[config.mk]
export PLATFORM = sky130hd
export DESIGN_NAME = btn_event_decoder
export DESIGN_NICKNAME = d
export VERILOG_FILES = /design/src/rtl/btn_event_decoder.sv
export SDC_FILE = /design/constraint.sdc
export NUM_CORES = 1
export LEC_CHECK = 0
export ABC_AREA = 1
export CORE_MARGIN = 2
export CORE_UTILIZATION = 60
export DETAILED_ROUTE_END_ITERATION = 8
export PLACE_DENSITY = 0.83
export SETUP_SLACK_MARGIN = 0.15
export SYNTH_ARGS = -nofsm -noshare
export SYNTH_HDL_FRONTEND = slang
export SYNTH_SLANG_ARGS = --single-unit
export TNS_END_PERCENT = 10
[constraint.sdc]
create_clock -name i_clk -period 2.9 [get_ports i_clk]
set_input_delay 0.29 -clock i_clk [delete_from_list [all_inputs] [get_ports i_clk]]
set_output_delay 0.29 -clock i_clk [all_outputs]
set_load 0.01 [all_outputs]
[src/rtl/btn_event_decoder.sv]
// Decodes a debounced button level into short-press, long-press and auto-repeat
// single-cycle events, plus a level that stays high while the button is long-held.
module btn_event_decoder #(
  parameter int ACTIVE_LOW    = 1,
  parameter int LONG_CYCLES   = 27000000,
  parameter int REPEAT_CYCLES = 5400000
) (
  input  logic i_clk,
  input  logic i_rst_n,
  input  logic i_btn,
  output logic o_short,
  output logic o_long,
  output logic o_repeat,
  output logic o_held
);

  // state    | meaning
  // WAIT_REL | after reset: ignore the button until it is seen released
  // IDLE     | released, waiting for a press
  // PRESS    | pressed, counting toward the long-press threshold
  // LONG     | long press reached, counting auto-repeat periods

  localparam int MAX_CYCLES = (LONG_CYCLES > REPEAT_CYCLES) ? LONG_CYCLES : REPEAT_CYCLES;
  localparam int CTR_W      = $clog2(MAX_CYCLES + 1);

  localparam logic [CTR_W-1:0] LONG_LAST   = CTR_W'(LONG_CYCLES - 1);
  localparam logic [CTR_W-1:0] REPEAT_LAST = CTR_W'((REPEAT_CYCLES == 0) ? 0 : REPEAT_CYCLES - 1);
  localparam logic [CTR_W-1:0] CTR_ONE     = CTR_W'(1);
  localparam logic             REPEAT_EN   = (REPEAT_CYCLES != 0);
  localparam logic             ACT_LVL     = (ACTIVE_LOW != 0);

  typedef enum logic [1:0] {
    WAIT_REL = 2'd0,
    IDLE     = 2'd1,
    PRESS    = 2'd2,
    LONG     = 2'd3
  } state_t;

  state_t           state;
  logic [CTR_W-1:0] ctr;
  logic             pressed;

  assign pressed = i_btn ^ ACT_LVL;

  always_ff @(posedge i_clk or negedge i_rst_n) begin
    if (!i_rst_n) begin
      state    <= WAIT_REL;
      ctr      <= '0;
      o_short  <= 1'b0;
      o_long   <= 1'b0;
      o_repeat <= 1'b0;
      o_held   <= 1'b0;
    end else begin
      o_short  <= 1'b0;
      o_long   <= 1'b0;
      o_repeat <= 1'b0;
      case (state)
        WAIT_REL: begin
          ctr <= '0;
          if (!pressed) state <= IDLE;
        end
        IDLE: begin
          if (pressed) begin
            state <= PRESS;
            ctr   <= CTR_ONE;
          end else begin
            ctr <= '0;
          end
        end
        PRESS: begin
          // release wins over reaching the threshold on the same edge
          if (!pressed) begin
            state   <= IDLE;
            ctr     <= '0;
            o_short <= 1'b1;
          end else if (ctr == LONG_LAST) begin
            state  <= LONG;
            ctr    <= '0;
            o_long <= 1'b1;
            o_held <= 1'b1;
          end else begin
            ctr <= ctr + CTR_ONE;
          end
        end
        LONG: begin
          if (!pressed) begin
            state  <= IDLE;
            ctr    <= '0;
            o_held <= 1'b0;
          end else if (REPEAT_EN && (ctr == REPEAT_LAST)) begin
            ctr      <= '0;
            o_repeat <= 1'b1;
          end else if (REPEAT_EN) begin
            ctr <= ctr + CTR_ONE;
          end else begin
            ctr <= '0;
          end
        end
        default: begin
          state  <= WAIT_REL;
          ctr    <= '0;
          o_held <= 1'b0;
        end
      endcase
    end
  end

endmodule
==> results_dict.tcl, run 1 <==
set metrics [dict create \
    status "complete, no violations" \
    min_period_over_period_pct 64.7 \
    syn_area_per_cell_um2 7.21 \
    yosysUniqueCellTypes 24 \
    wl_met1_um 1750 \
    finalHoldViolCount 0 \
    vias 1662 \
    arrival_ps 2090 \
    power_frac_clock_pct 23.6 \
    diodes 0 \
    sw_frac_of_total_pct 37.5 \
    slew_viol_final 0 \
    htreeDepth 2 \
    cts.clk_slew.worst_paths_ps 100 \
    share_comb_of_total_power_pct 29.7 \
    internal-power_uw 647 \
    dr.first_iter.drc_count 118 \
    grt_pass1_vias 1583 \
    regToRegStartpoint "ctr[0]" \
    layout.cells.most_common "nand2_1" \
    grt_pass1_wl_um 6640 \
    gp_congestion 0.969 \
    final_area_um2 2080 \
    synthCells 267 \
    layout-drive-gt1-share_pct 9.29 \
    power_density_nw_per_um2 498 \
    ios 7 \
    min-delay-path-class "in2async" \
    maxSlewHeadroom_pct 71.6 \
    ant_nets 0 \
    highest_layer "met4" \
    multiInputGateArea_um2 985 \
    path_buf_inv 1 \
    nets 287 \
    seq_area_um2 776 \
    clock_skew_ps 7.01 \
    fmax_mhz 533 \
    grt_use_total_pct 24.7 \
    p_seq_share_pct 46.7 \
    crit_slowest_cell "dfrtp_1" \
    dp_hpwl_um 2840 \
    die_x_um 60.7 \
    fin_ws_ps 1020 \
    dr.pass1.iters 4 \
    fillCellCount 281 \
    clk_latency_ps 340 \
    worstSetupStartpointType "register" \
    rrSetupSlack_ps 1020 \
    crit_path_start "ctr[0]" \
    fin_cells 324 \
    pre_cts_slack_ps 1070 \
    initial_core_util_pct 63.1 \
    path_class "reg2reg" \
    vdd_ir_drop_max_mv 0.464 \
    synth_seq_cells 31 \
    endpoint_kind "register" \
    cts_tree "built" \
    path_delay_family "simple AND/OR/NAND/NOR gates" \
    netlist_area_um2 1930 \
    cts_sinks 31 \
    ctsResizeCount 0 \
    dp_cells 316 \
    area_growth_pct 7.93 \
    final_util_pct 68.1 \
    rsz0062_at_grt "false" \
    die_area_um2 3680 \
    wire_per_inst_um 11.9 \
    wl_met3_um 168 \
    root_buffer "clkbuf_4" \
    path_max_fanout 20 \
    critPathMaxStageDelay_ps 400 \
    rows 20 \
    crit_path_frequent_cell "nand2_2" \
    cts_hold_buf 0 \
    tns_ps 0 \
    totalWireLength_um 3840 \
    drc 0 \
    timing.hold.ws_ps 321 \
    cts_buffer_depth 2 \
    yosysSeqAreaShare_pct 40.3 \
    layout_common_cells "nand2_1 (69), nor2_1 (49), inv_1 (38), dfrtp_1 (31), nand3_1 (14)" \
    routed_via_density 5.13 \
    crit_chain "ha_1 -> nand3_2 -> inv_1 -> nand2_1 -> nor2_2 -> nand2_2 -> nand3_2 -> nand2_2 -> nand2_2 -> nor2_1" \
    required_ps 3120 \
    cts_post_setup_buffers_inserted 0 \
    synth_nets 275 \
    port_buffers 6 \
    grt-ovfl-total 0 \
    setup_violations 0 \
    placed_area_um2 2030 \
    power.switching_uw 387 \
    maxCapViolCount 0 \
    core_area_um2 3050 \
    wl_met2_um 1880 \
    antenna_found_initial 0 \
    worst_pin_slew_ps 424 \
    power_mw 1.03 \
    die_h_um 60.7 \
    grt_max_degree 32 \
    yosysWarningCount 0 \
    p_leak_nw 0.934 \
    min_period_ps 1880 \
    cts-buffers-inserted 5 \
]
## synth_stat cells
cell	instances	area share, %
nand2_1	69	13
nor2_1	49	9.6
inv_1	38	7.4
dfrtp_1	31	40
nand3_1	14	3.6
nor3_1	10	2.6
xor2_1	9	4.1
nand4_1	7	2.3
nor2_2	6	1.9
ha_1	5	3.2
nand2_2	4	1.3
o21ai_0	4	1.0
xnor2_1	4	1.8
buf_6	2	1.2
nand3_2	2	1.0
nand3b_1	2	0.78
nor2_4	2	1.2
o22ai_1	2	0.65
or2_2	2	0.65
a31oi_1	1	0.33
nand2_4	1	0.58
nor4_1	1	0.33
o21ai_1	1	0.26
o21bai_1	1	0.39
## sequential cells by signal, summed over array words and instances (netlist names)
name	flops
ctr	25
o_short	1
o_repeat	1
state	2
o_long	1
o_held	1
## path summary, 6_finish.rpt
check / to / depth (start not counted)
max: ctr[18] / 10
min: ctr[8] / 2
max reg2reg: ctr[18] / 10
min reg2reg: o_held / 2
max in group asynchronous: o_long / 2
min in group i_clk: o_held / 2
## routing by layer
metal	up-vias	global-route usage, %
li1	848	-
met1	775	32.4
met2	34	39.5
met3	5	4.48
met4	0	11.8
met5	-	0
## logic make-up (layout without fill, tap and decap cells)
group                      Yosys count  count (layout)  synth area share [%]
xor gates and xnor gates            13              13                  5.91
buffers and inverters               40              53                  8.58
AOI/OAI and AO/OA                    9               9                  2.66
DFF                                 31              31                  40.3
adders and majority gates            5               5                  3.25
and+or+nand+nor                    169             169                  39.3
## worst reg2reg max path, delay by kind of cell (launching register included)
kind | cells | cell delay (ps)
and+or+nand+nor | 8 | 1080
buffers and inverters | 1 | 80
adders and majority gates | 1 | 210
DFF | 1 | 400
## final cells by class
cell class / count / area share [%]
inverters: 38 / 6.86
flip-flops and latches: 31 / 37.3
well taps: 44 / 2.65
repair buffers: 7 / 3.25
multi-input cells: 196 / 47.4
clock buffers: 5 / 1.81
clock inverters: 3 / 0.722
## power groups by stage
stage / clock [mW] / combinational (mW) / sequential (mW)
final: 0.244 / 0.307 / 0.483
after global routing: 0.273 / 0.349 / 0.487
after CTS: 0.247 / 0.307 / 0.483
after detailed placement: 0 / 0.299 / 0.492
after global placement: 0 / 0.287 / 0.490
after floorplan: 0 / 0.242 / 0.488
No activity file was read; power rests on OpenSTA's default activity.
==> run 2: changes to the inputs <==
- CORE_UTILIZATION: 60 -> 54
- PLACE_DENSITY: 0.83 -> 0.79
- clock period: 2.9 -> 1.6 ns (I/O delays scaled with it)
==> run 2 against run 1 <==
The run now ends with negative setup slack left. Final cell count up 8.3%. Combinational power increased to 2.6 times the previous value. Non-clock buffer count grew 25. Largest power group unchanged. Critical endpoint unchanged. Final area rose by 20%. Sequential power is 84% higher.
==> results_dict.tcl, run 2 (same netlist as run 1, synthesis figures left out) <==
set metrics [dict create \
    maxCapViolCount 0 \
    cts.clk_slew.worst_paths_ps 100 \
    dr.first_iter.drc_count 124 \
    rows 21 \
    worstSetupStartpointType "register" \
    top_regs "ctr x25, state x2" \
    slew_viol_final 0 \
    min_period_over_period_pct 104 \
    vias 1840 \
    wire_per_inst_um 14.3 \
    largest_reg_flops 25 \
    ios 7 \
    crit_path_start "ctr[1]" \
    nets 312 \
    antenna_found_initial 0 \
    violations "negative setup slack" \
    r2r_cells 10 \
    gp_congestion 0.911 \
    die_x_um 63.7 \
    grt_use_total_pct 26.4 \
    drc 0 \
    endpoint_kind "register" \
    initial_core_util_pct 56.8 \
    cp-endpoint "ctr[18]" \
    p_leak_nw 1.14 \
    min_period_ps 1660 \
    power_density_nw_per_um2 891 \
    layout.cells.most_common "nand2_1" \
    grt-ovfl-total 0 \
    rrSetupSlack_ps -60 \
    required_ps 1830 \
    dr.pass1.iters 4 \
    placed_area_um2 2130 \
    root_buffer "clkbuf_4" \
    die_h_um 63.7 \
    cts-buffers-inserted 5 \
    grt_pass1_wl_um 8270 \
    grt_max_degree 32 \
    ant_nets 0 \
    layout-drive-gt1-share_pct 24.6 \
    final_util_pct 73.3 \
    maxSlewHeadroom_pct 73.3 \
    clk_latency_ps 340 \
    htreeDepth 2 \
    worst_pin_slew_ps 401 \
    vdd_ir_drop_max_mv 0.423 \
    arrival_ps 1890 \
    r2r_end "ctr[18]" \
    port_buffers 6 \
    area_growth_pct 29.0 \
    dp_cells 328 \
    grt_pass1_vias 1893 \
    min-delay-path-class "in2async" \
    die_area_um2 4060 \
    regToRegStartpoint "ctr[1]" \
    totalWireLength_um 5030 \
    path_max_fanout 3 \
    fin_cells 351 \
    core_area_um2 3390 \
    finalHoldViolCount 0 \
    cts_tree "built" \
    cts_sinks 31 \
    cts_hold_buf 0 \
    dp_hpwl_um 3180 \
    rsz0062_at_grt "true" \
    cts_buffer_depth 2 \
    setup_violations 22 \
    clock_skew_ps 10.3 \
    final_area_um2 2480 \
    status "finished, violations left" \
    routed_via_density 5.24 \
    max_flop_register "ctr" \
    layout_common_cells "nand2_1 (63), nor2_1 (44), inv_1 (34), dfrtp_1 (30), buf_4 (20)" \
    diodes 0 \
    fin_ws_ps -59.0 \
    path_class "reg2reg" \
    fmax_mhz 603 \
]
run 2: cell types whose count changed in the layout (fill, tap and decap cells not counted), sizes merged:
cell / delta
clkbuf: +3
clkinv: -3
buf: +25
run 2: worst min path at each step:
| stage | from | end | cells past startpoint | slack (ps) |
|---|---|---|---|---|
| detailed placement | o_held | o_held | 2 | 490 |
| global route | i_rst_n | ctr[10] | 2 | 280 |
| finish | i_rst_n | ctr[9] | 2 | 220 |
| floorplan | i_rst_n | ctr[0] | 0 | -140 |
| CTS | i_rst_n | ctr[9] | 2 | 230 |
| global placement | o_held | o_held | 2 | 470 |
run 2: final cells by class:
class,count,area [um^2]
clock buffer,8,68.8
fill,249,906
inverter,38,145
multi-input combinational,196,1130
sequential,31,777
tap,46,57.6
timing repair buffer,32,303
run 2: critical path, stage by stage (launching register included):
cell and delay, ps:
dfrtp_1 450, ha_4 180, nand3_4 100, inv_4 90, buf_6 90, nand2_4 60, nor2_4 140, nand3_2 120
nor2_2 130, xor2_1 150, nor2_1 50
run 2: what timing repair did:
| action | 4_1_cts | 5_1_grt |
|---|---|---|
| resized for setup | 10 | 29 |
| gates cloned | 1 | 0 |
| buffers inserted | 10 | 4 |
| endpoints found under the hold margin | 0 | 0 |
| pin swaps | 5 | 18 |
| endpoints found under the setup margin | 28 | 30 |
run 2: power by group:
part | total (mW) | internal, mW | switching, mW
sequential | 0.887 | 0.834 | 0.0537
combinational | 0.796 | 0.336 | 0.459
clock | 0.529 | 0.258 | 0.271
total | 2.21 | 1.43 | 0.784
run 2: stage by stage:
stage | worst slack [ps] | hold WS (ps) | setup TNS (ps) | power [mW]
after floorplan | 157 | -136 | 0 | 1.32
after global placement | 5.00 | 474 | 0 | 1.48
after detailed placement | -65.0 | 486 | -1130 | 1.50
after CTS | 18.8 | 230 | 0 | 2.16
after global routing | -154 | 277 | -3150 | 2.35
final | -59.0 | 217 | -532 | 2.21
run 2: routing by layer:
| metal | part of all wire [%] | vias to the layer above | track usage (%) | routed length, um |
|---|---|---|---|---|
| met2 | 52 | 57 | 43.8 | 2620 |
| met1 | 40 | 877 | 32.5 | 2020 |
| met4 | 1.5 | 0 | 12.5 | 74 |
| met3 | 6.2 | 7 | 5.89 | 312 |
| met5 | 0 | - | 0 | 0 |
| li1 | - | 899 | - | - |
==> run 3: changes to the inputs <==
- CORE_ASPECT_RATIO: default -> 0.7
==> run 3 against run 2 <==
The run still ends with negative setup slack left. Critical path depth is 1 higher. First-iteration DRC count is 44% higher. Die area is 0.19% higher. Sequential share of layout area is 0.17 points lower. Sequential power is 0.7% lower. Flip-flop and latch count stayed put.
==> results_dict.tcl, run 3 (same netlist as run 1, synthesis figures left out) <==
set metrics [dict create \
    path_max_fanout 5 \
    p_seq_share_pct 34.6 \
    power_frac_clock_pct 32.0 \
    clock_skew_ps 3.27 \
    vdd_ir_drop_max_mv 1.00 \
    fin_ws_ps -9.73 \
    grt_pass1_wl_um 7860 \
    r2r_end "ctr[3]" \
    core_area_um2 3470 \
    wire_per_inst_um 14.5 \
    grt-ovfl-total 0 \
    regToRegStartpoint "ctr[0]" \
    die_area_um2 4070 \
    cp-endpoint "ctr[3]" \
    cts-buffers-inserted 5 \
    final_util_pct 72.1 \
    ant_nets 0 \
    setup_violations 4 \
    maxSlewHeadroom_pct 73.3 \
    cts_hold_buf 0 \
    maxCapViolCount 0 \
    power_density_nw_per_um2 1020 \
    nets 311 \
    crit_slowest_cell "dfrtp_1" \
    worstSetupStartpointType "register" \
    largest_reg_flops 25 \
    dr.pass1.iters 4 \
    root_buffer "clkbuf_8" \
    gp_congestion 0.967 \
    layout.cells.most_common "nand2_1" \
    endpoint_kind "register" \
    cts_buffer_depth 2 \
    vias 1822 \
    layout_common_cells "nand2_1 (65), nor2_1 (37), inv_1 (34), dfrtp_1 (29), buf_4 (22)" \
    required_ps 1780 \
    critPathMaxStageDelay_ps 400 \
    tns_ps -26.9 \
    power_mw 2.55 \
    area_growth_pct 29.9 \
    grt_pass1_vias 1632 \
    violations "negative setup slack" \
    cts_sinks 31 \
    clk_latency_ps 290 \
    min_period_ps 1610 \
    die_x_um 75.4 \
    crit_chain "ha_4 -> nand3_4 -> inv_4 -> nand2_4 -> nor2_2 -> nand2_2 -> nand3_2 -> nand2_2 -> nand2_4 -> clkbuf_16 -> nor2_1" \
    worst_pin_slew_ps 401 \
    grt_max_degree 32 \
    fmax_mhz 621 \
    path_buf_inv 2 \
    die_h_um 54.0 \
    rows 18 \
    htreeDepth 2 \
    slew_viol_final 0 \
    share_comb_of_total_power_pct 33.4 \
    cp_num_cells 11 \
    status "finished, violations left" \
    port_buffers 6 \
    sw_frac_of_total_pct 32.8 \
    finalHoldViolCount 0 \
    crit_path_start "ctr[0]" \
    ios 7 \
    internal-power_mw 1.71 \
    top_regs "ctr x25, state x2" \
    drc 0 \
    dr.first_iter.drc_count 179 \
    totalWireLength_um 5150 \
    power.switching_uw 835 \
    min_period_over_period_pct 101 \
    path_class "reg2reg" \
    dp_hpwl_um 3260 \
    arrival_ps 1790 \
    cts.clk_slew.worst_paths_ps 70 \
    grt_use_total_pct 26.8 \
    min-delay-path-class "in2async" \
    initial_core_util_pct 55.5 \
    p_leak_nw 1.12 \
    rrSetupSlack_ps -10 \
    layout-drive-gt1-share_pct 26.0 \
    diodes 0 \
    routed_via_density 5.15 \
    rsz0062_at_grt "true" \
    antenna_found_initial 0 \
    r2r_cells 11 \
    path_delay_family "simple AND/OR/NAND/NOR gates" \
    max_flop_register "ctr" \
    cts_tree "built" \
]
[run 3: changes by cell type in the layout (fill, tap and decap cells not counted), sizes merged]
cell    before  now
clkinv       0    1
bufinv       0    1
buf         26   24
clkbuf       8    7
[run 3: how the worst min path moves through the flow]
stage / startpoint / endpoint / slack [ps] / depth (start not counted)
6_report: i_rst_n / o_long / 260 / 2
5_1_grt: i_rst_n / ctr[24] / 310 / 2
2_1_floorplan: i_rst_n / ctr[0] / -140 / 0
3_3_place_gp: o_held / o_held / 460 / 2
4_1_cts: i_rst_n / ctr[23] / 280 / 2
3_5_place_dp: o_held / o_held / 480 / 2
[run 3: what timing repair did]
item / 4_1_cts / 5_1_grt
setup buffers: 6 / 5
endpoints found under the setup margin: 27 / 30
cloned: 1 / 1
gates resized for setup: 15 / 19
pin swaps: 4 / 12
[run 3: power by group through the flow]
stage	clock (mW)	combinational, mW	sequential, mW
finish	0.814	0.850	0.881
global route	0.851	0.947	0.886
CTS	0.820	0.759	0.875
detailed placement	0	0.623	0.891
global placement	0	0.604	0.886
floorplan	0	0.439	0.885
[run 3: metrics by stage]
| stage | instances | worst slack, ps | cell area (um^2) | hold slack [ps] |
|---|---|---|---|---|
| global placement | 333 | 64.2 | 2140 | 465 |
| detailed placement | 333 | -14.5 | 2140 | 482 |
| floorplan | 267 | 157 | 1940 | -136 |
| CTS | 348 | 47.0 | 2380 | 284 |
| finish | 354 | -9.73 | 2500 | 264 |
| global route | 354 | -89.8 | 2500 | 310 |
[run 3: area by class of cell]
class / instances / area [um^2]
Inverter: 38 / 145
Sequential cell: 31 / 778
Clock buffer: 6 / 82.6
Fill cell: 267 / 967
Timing Repair Buffer: 31 / 298
Clock inverter: 2 / 35.0
Tap cell: 50 / 62.6
Multi-Input combinational cell: 196 / 1100
[run 3: routing by layer]
metal  track usage, %  routed length [um]
met3             6.37                 365
met5                0                   0
met2             39.3                2410
met1             38.5                2300
met4             9.65                  71
